==> src/rtl/paddle_ctrl.sv <==
// Pong paddle position generator: buttons (or optional AI) to bounding box.
// Optional ball-tracking AI is built when PADDLE_AI_EN is defined.
module paddle_ctrl #(
  parameter int PX         = 20,
  parameter int PW         = 5,
  parameter int PH         = 40,
  parameter int IY         = 240,
  parameter int D_HEIGHT   = 480,
  parameter int MAX_SPD    = 4,
  parameter int ACC_FRAMES = 8,
  parameter int AI_SPD     = 2,
  parameter int AI_DB      = 4
) (
  input  logic        i_clk,
  input  logic        i_rst_n,
  input  logic        i_ani_stb,
  input  logic [1:0]  i_mode,
  input  logic        i_up,
  input  logic        i_dn,
  input  logic        i_ai_en,
  input  logic [11:0] i_ball_y,
  output logic [11:0] o_x1,
  output logic [11:0] o_x2,
  output logic [11:0] o_y1,
  output logic [11:0] o_y2,
  output logic        o_moving
);

  typedef enum logic [1:0] {IDLE, UP, DN} state_t;

  localparam logic [12:0] Y_MIN    = 13'(PH);
  localparam logic [12:0] Y_MAX    = 13'(D_HEIGHT - 1 - PH);
  localparam logic [11:0] Y_HOME   = 12'(IY);
  localparam logic [3:0]  SPD_MAX  = 4'(MAX_SPD);
  localparam logic [7:0]  ACC_LAST = 8'(ACC_FRAMES - 1);

  state_t      state_q, state_d;
  logic [11:0] y_q, y_d;
  logic [3:0]  spd_q, spd_d;
  logic [7:0]  hold_q, hold_d;
  logic        mov_q, mov_d;

  logic        ai_sel;
  state_t      ai_dir;
  state_t      btn_dir;

`ifdef PADDLE_AI_EN
  logic signed [12:0] ai_diff;
  assign ai_sel  = i_ai_en;
  assign ai_diff = $signed({1'b0, i_ball_y}) - $signed({1'b0, y_q});
  // AI chases the ball centre outside a small deadband
  always_comb begin
    ai_dir = IDLE;
    if (ai_diff > $signed(13'(AI_DB)))
      ai_dir = DN;
    else if (ai_diff < -$signed(13'(AI_DB)))
      ai_dir = UP;
  end
`else
  logic unused_ai;
  assign unused_ai = ^{i_ai_en, i_ball_y};
  assign ai_sel    = 1'b0;
  assign ai_dir    = IDLE;
`endif

  // Button level decode; both or neither pressed means stay put
  always_comb begin
    btn_dir = IDLE;
    unique case (1'b1)
      (i_up && !i_dn): btn_dir = UP;
      (i_dn && !i_up): btn_dir = DN;
      default:         btn_dir = IDLE;
    endcase
  end

  // Next-state: direction, speed ramp, clamped move, mode-drop home
  always_comb begin
    logic [12:0] y13;
    logic [12:0] step;
    logic [7:0]  hold_n;
    state_t      dir;
    state_d = state_q;
    y_d     = y_q;
    spd_d   = spd_q;
    hold_d  = hold_q;
    mov_d   = mov_q;
    y13     = {1'b0, y_q};
    step    = 13'd1;
    hold_n  = hold_q + 8'd1;
    dir     = IDLE;
    if (i_ani_stb) begin
      if (ai_sel) begin
        dir     = ai_dir;
        step    = 13'(AI_SPD);
        spd_d   = 4'd1;
        hold_d  = 8'd0;
        state_d = IDLE;
      end else begin
        dir     = btn_dir;
        state_d = btn_dir;
        if (btn_dir == IDLE || btn_dir != state_q) begin
          spd_d  = 4'd1;
          hold_d = 8'd0;
          step   = 13'd1;
        end else begin
          step = {9'd0, spd_q};
          if (hold_n >= ACC_LAST) begin
            hold_d = 8'd0;
            spd_d  = (spd_q < SPD_MAX) ? spd_q + 4'd1 : SPD_MAX;
          end else begin
            hold_d = hold_n;
          end
        end
      end
      case (dir)
        UP: y_d = (y13 < Y_MIN + step) ? Y_MIN[11:0]
                                       : 12'(y13 - step);
        DN: y_d = (y13 + step > Y_MAX) ? Y_MAX[11:0]
                                       : 12'(y13 + step);
        default: y_d = y_q;
      endcase
      mov_d = (y_d != y_q);
    end
    if (i_mode == 2'd0) begin
      state_d = IDLE;
      y_d     = Y_HOME;
      spd_d   = 4'd1;
      hold_d  = 8'd0;
      mov_d   = 1'b0;
    end
  end

  // State registers with synchronous active-low reset
  always_ff @(posedge i_clk) begin
    if (!i_rst_n) begin
      state_q <= IDLE;
      y_q     <= Y_HOME;
      spd_q   <= 4'd1;
      hold_q  <= 8'd0;
      mov_q   <= 1'b0;
    end else begin
      state_q <= state_d;
      y_q     <= y_d;
      spd_q   <= spd_d;
      hold_q  <= hold_d;
      mov_q   <= mov_d;
    end
  end

  assign o_x1     = 12'(PX - PW);
  assign o_x2     = 12'(PX + PW);
  assign o_y1     = y_q - 12'(PH);
  assign o_y2     = y_q + 12'(PH);
  assign o_moving = mov_q;

endmodule

==> config.mk <==
export PLATFORM = sky130hd
export DESIGN_NAME = paddle_ctrl
export DESIGN_NICKNAME = d
export VERILOG_FILES = /design/src/rtl/paddle_ctrl.sv
export SDC_FILE = /design/constraint.sdc
export NUM_CORES = 1
export LEC_CHECK = 0
export ABC_AREA = 0
export CAP_MARGIN = 40
export CELL_PAD_IN_SITES_DETAIL_PLACEMENT = 1
export CELL_PAD_IN_SITES_GLOBAL_PLACEMENT = 2
export CORE_MARGIN = 5
export CORE_UTILIZATION = 26
export CTS_BUF_LIST = sky130_fd_sc_hd__clkbuf_8
export DETAILED_ROUTE_END_ITERATION = 10
export PLACE_DENSITY = 0.78
export SYNTH_ARGS = -nofsm -noshare
export SYNTH_HDL_FRONTEND = slang
export SYNTH_SLANG_ARGS = --single-unit
==> constraint.sdc <==
create_clock -name i_clk -period 4.26 [get_ports i_clk]
set_clock_uncertainty 0.1 [all_clocks]
set_input_delay 0.426 -clock i_clk [delete_from_list [all_inputs] [get_ports i_clk]]
set_output_delay 0.426 -clock i_clk [all_outputs]
set_load 0.02 [all_outputs]
After elaboration in Yosys (flattened, before gate mapping)
Index checks and enable logic that the tools add are counted.
Widths: inputs -> output; s select.
{"block": "op_classes", "add_sub_neg": 7, "magnitude_cmp": 4, "n_eq_ne": 4, "n_mux": 13, "bitwise": 1, "n_reduce_logical": 10}
{"operator": "$mux 12", "n": 3}
{"operator": "$pmux 12 s2", "n": 1}
{"operator": "$mux 4", "n": 4}
{"operator": "$mux 8", "n": 2}
{"operator": "$add 12x13->13", "n": 1}
{"operator": "$add 6x13->13 const A", "n": 1}
{"operator": "$gt 13x9->1 const B", "n": 1}
{"operator": "$lt 12x13->1", "n": 1}
{"operator": "$mux 13", "n": 1}
{"operator": "$add 12x6->12 const B", "n": 1}
{"operator": "$ne 12x12->1", "n": 1}
{"operator": "$sub 12x12->12", "n": 1}
{"operator": "$sub 12x6->12 const B", "n": 1}
{"operator": "$add 8x1->8 const B", "n": 1}
{"operator": "$ge 8x3->1 const B", "n": 1}
{"operator": "$add 4x1->4 const B", "n": 1}
{"operator": "$logic_not 2->1", "n": 2}
{"operator": "$lt 4x3->1 const B", "n": 1}
{"operator": "$pmux 2 s2", "n": 1}
{"operator": "$eq 2x1->1 const B", "n": 1}
{"operator": "$eq 2x2->1 const B", "n": 1}
{"operator": "$logic_and 1x1->1", "n": 2}
{"operator": "$logic_not 1->1", "n": 2}
{"operator": "$mux 2", "n": 1}
{"operator": "6 further kinds", "n": 6}
{"block": "word_totals", "reg_bits": 27, "inputBits": 20}

Logic depth before layout (Yosys ltp)
Gate-level depths: netlist of the first run.
{"block": "logic_depth", "ltp_word": 13, "depth_mapped": 18, "mapped_depth_nobuf": 17}

Worst setup path before layout of the first run
OpenSTA, ideal clock, no wires.
{"block": "synth_timing", "kind": "input-to-reg", "startpoint": "input port i_up", "endpoint": "register mov_q, in the netlist o_moving", "setup_time_ps": 125, "arrival_ps": 4132, "required_ps": 4035, "setup_slack_ps": -97, "stages": 16, "cell_sequence": "inv_1 -> ha_1 -> clkbuf_1 -> xor2_1 -> nor3_1 -> nand2_1 -> fa_1 -> or2_4 -> a221oi_4 -> nor3_1 -> a221oi_1 -> o311a_2 -> o21a_4 -> o221ai_2 -> o41ai_2 -> a21oi_1"}
{"block": "synth_via", "elab_chain_cells": 13, "elab_cells_between_ends": 22, "classes_between": "3 x add/sub; 2 x order compare; 4 x eq/ne; 8 x mux; 5 x reduce/logical"}
{"element": "start, declared", "line_no": "18", "source": "input logic i_up,"}
{"element": "$logic_not 1->1", "line_no": "71", "source": "(i_dn && !i_up): btn_dir = DN;"}
{"element": "$logic_and 1x1->1", "line_no": "71"}
{"element": "$pmux 2 s2 (*)", "line_no": "69", "source": "unique case (1'b1)"}
{"element": "via btn_dir[1]", "line_no": "45", "source": "state_t btn_dir;"}
{"element": "$ne 2x2->1 or $logic_not 2->1 (tied branches)", "line_no": "101", "source": "if (btn_dir == IDLE || btn_dir != state_q) begin"}
{"element": "$logic_or 1x1->1", "line_no": "101"}
{"element": "$mux 4", "line_no": "101"}
{"element": "$mux 13", "line_no": "91", "source": "if (i_ani_stb) begin"}
{"element": "$add 12x13->13 or $add 6x13->13 (tied branches)", "line_no": "119, 116"}
{"element": "$gt 13x9->1 or $lt 12x13->1 (tied branches)", "line_no": "118, 116"}
{"element": "$mux 12 (on tied branches)", "line_no": "118, 116"}
{"element": "$pmux 12 s2 (*)", "line_no": "115", "source": "case (dir)"}
{"element": "$mux 12 (*)", "line_no": "91"}
{"element": "$ne 12x12->1 (*)", "line_no": "122", "source": "mov_d = (y_d != y_q);"}
{"element": "end signal, assigned", "line_no": "146", "source": "mov_q <= mov_d;"}
{"element": "end, declared", "line_no": "41", "source": "logic mov_q, mov_d;"}
Mark *: on every way through the listed nets, which the timed path passes. The rest lies on a longest branch. The select of a mux whose other input is x is not followed.
A chain may end at the register's enable or synchronous reset.

Worst setup path in the final report of the first run
Same ends and word-level chain as after synthesis.

==> qor.txt, run 1 <==
outcome: complete, no violations
DRT Pass-1 Iters: 4
gr ovfl total: 0
Inserted Diodes: 0
power consumption: 0.7378 mW
HP Class: reg2reg
die height: 116.3 µm
Least-Margin Pin Slew: 784.3 ps
Worst-path clk slew: 100 ps
Synth Register Bits: 27
full die area: 13,520 µm²
CTS sink cnt: 27
Arr. time, crit path: 4010 ps
largest family of logic cells by synthesized area: compound AO/OA/AOI/OAI gates
ratio of cells with drive above 1 in the final layout: 0.2191
Period Utilization, post-route: 0.9255
first-pass GRT wire length: 16.30 mm
post-route ant nets: 0
reg2reg start: state_q[0]$_SDFFE_PP0P_
fin crit period: 3943 ps
synth top area cells: dfxtp_1, buf_4, ha_1
clock root cell: clkbuf_8
Pwr per Cell Area: 192.1 nW/µm²
Worst Hold Depth: 1
Max IR drop VDD: 0.1123 mV
max_slew headroom: 0.4761
Post-route DRC: 0
Compound-Gate Fraction of Synth Area: 0.2650
post-synthesis mux area share: 0.01832
synthesized cell area: 2937 µm²
count leader, synth: nor2_1
Die X: 116.3 µm
antenna violations before repair: 0
port bufs: 31
vias in the first global route: 3,113
max-slew violations: 0
critical path endpoint category: flip-flop
Synth Area in Simple Gates: 0.2386
hold wc startpoint: hold_q[6]$_SDFFE_PP0P_
non-filler instance count after layout: 601
drt wl/cell: 16.82 µm
worst path required time: 4320 ps
CTS buffer count: 3
R2R cell count: 15
Worst Hold End: hold_q[6]$_SDFFE_PP0P_
top-area cell type share of the netlist area: 0.1841
leading area contributor after synthesis: dfxtp_1
R2R Setup Slk: 540 ps
Fmax: 253.6 MHz
worst-path fanout max: 6
area of the core: 10,940 µm²
via count: 3,076
Post-synth ARST share: 0
worst-case clock buffer depth: 2
final wirelength: 10.11 mm
nets@finish: 500
busiest grt layer: met2
total global routing track utilization: 0.1487
post-synthesis adder-cell area fraction: 0.08181
final core occ: 0.3511
Hold Vio Cnt, Final: 0
commonest cells in the netlist: nor2_1, buf_4, a21oi_1, nand2_1, dfxtp_1
met1 GRT Util: 0.1979
startpoint types: primary input
clk_lat worst skew: 270 ps
drt initial violations: 145
Syn Area/Cell: 7.378 µm²
setup violators final: 0
htree depth: 1
area grow syn2layout: 30.76%
Inst Count DP: 594
I/O pins: 69
count of different cell masters after synthesis: 71
number of synthesized flops with an enable pin: 0
GP Congestion: 0.8955
# rows: 38
Syn Inst Count: 398
GR Layer Usage met3: 0.01192
initial core utilization: 0.2685
maxcap violations: 0
RSZ-0062 raised after global routing: no
GRT met2 Usage: 0.2693
P_leak: 1.609 nW
critical path type: in2reg
routed vias/inst: 5.118
XOR/XNOR Fraction of Synth Area: 0.07158
detailed placement HPWL: 7.978 mm
FF-to-FF End: o_moving$_SDFFE_PP0P_
fin area: 3840 µm²
placed cell area: 3592 µm²
ys flop type: dfxtp_1
CTS tree: done
register area share after synthesis: 0.1841
largest net degree at the start of global routing: 22
Syn. warnings: 0
area by class of cell:
type	count	area [µm²]
well taps	140	175.2
inverters	24	90.09
clock inverters	1	5.005
clock buffers	3	41.29
multi-input cells	319	2252
repair buffers	87	735.7
flip-flops and latches	27	540.5
fillers	1377	7096
layout by cell type, fill, tap and decap left out, drive strengths merged, types with 3 or more instances in the layout:
| cell type | n |
|---|---|
| nand2 | 29 |
| dfxtp | 27 |
| ha | 16 |
| or3 | 3 |
| clkbuf | 3 |
| clkdlybuf4s50 | 29 |
| mux2i | 5 |
| o21ai | 29 |
| nor2b | 6 |
| nor2 | 32 |
| buf | 56 |
| o2111ai | 3 |
| or2 | 3 |
| a211oi | 5 |
| nand4 | 5 |
| nand2b | 9 |
| and2 | 6 |
| conb | 24 |
| and3 | 3 |
| a211o | 4 |
| nand3 | 19 |
| xor2 | 11 |
| xnor2 | 13 |
| o21a | 4 |
| inv | 23 |
| o41ai | 3 |
| nor4 | 4 |
| o31ai | 5 |
| a31oi | 4 |
| nor3 | 11 |
| a21oi | 29 |
| a221oi | 4 |
through the flow:
stage / setup TNS (ps) / worst slack, ps / hold slack [ps]
2_1_floorplan: 0 / 104.8 / 348.8
3_3_place_gp: -1663 / -413.2 / 369.1
3_5_place_dp: -2019 / -447.9 / 382.5
4_1_cts: -50.69 / -50.69 / 403.1
5_1_grt: 0 / 187.1 / 421.5
6_report: 0 / 317.3 / 399.2
power by group:
| part | leakage, nW | internal, mW | switching, mW |
|---|---|---|---|
| clock network | 0.0255 | 0.0656 | 0.0862 |
| logic | 1.36 | 0.131 | 0.179 |
| registers | 0.219 | 0.260 | 0.0160 |
| total | 1.61 | 0.457 | 0.281 |
sequential cells by signal (all words and copies together) (netlist names):
register and flops:
o_moving 1, hold_q 8, y_q 12, state_q 2, spd_q 4
how the worst max path moves through the flow:
stage          from                    end  depth (start not counted)
6_report       i_up  o_moving$_SDFFE_PP0P_                         18
2_1_floorplan  i_up  o_moving$_SDFFE_PP0P_                         16
5_1_grt        i_up    y_q[4]$_SDFFE_PP1P_                         19
3_3_place_gp   i_up  o_moving$_SDFFE_PP0P_                         16
3_5_place_dp   i_up  o_moving$_SDFFE_PP0P_                         16
4_1_cts        i_up  o_moving$_SDFFE_PP0P_                         18
cells by family (layout without fill, tap and decap cells):
family,count (synthesis),after routing
AO/OA/AOI/OAI,109,109
XOR/XNOR,24,24
adder cells (fa/ha/maj),18,18
buffers and inverters,74,115
flip-flops,27,27
multiplexers,5,5
other,2,24
AND/OR/NAND/NOR,139,139
layer usage:
layer	vias up	routed length (µm)
li1	1487	-
met1	1515	4444
met2	68	5155
met3	6	446
met4	0	60
met5	-	0
critical path, cell delays in order:
cell and delay (ps):
dlymetal6s2s_1 130, buf_4 130, ha_2 190, xor2_1 190, nor3_2 90, nand2b_1 120
ha_2 200, inv_1 70, fa_2 400, or2_4 250, a221oi_4 430, mux2i_1 250
and3_1 190, o2111ai_2 190, o211ai_1 170, o221ai_2 140, o41ai_2 330, a21oi_1 100
repair_timing:
item / 4_1_cts / 5_1_grt
hold buffers: 0 / 0
pin swaps: 1 / 17
endpoints found under the setup margin: 3 / 8
cloned: 0 / 0
buffers inserted: 0 / 3
gates resized for setup: 7 / 23
(Power assumes the default switching activity.)
==> run 2: changes to the inputs <==
Settings changed: CAP_MARGIN 40 to 10.
==> results of run 2 <==
No change in the layout: final DEF, timing and power equal those of run 1.
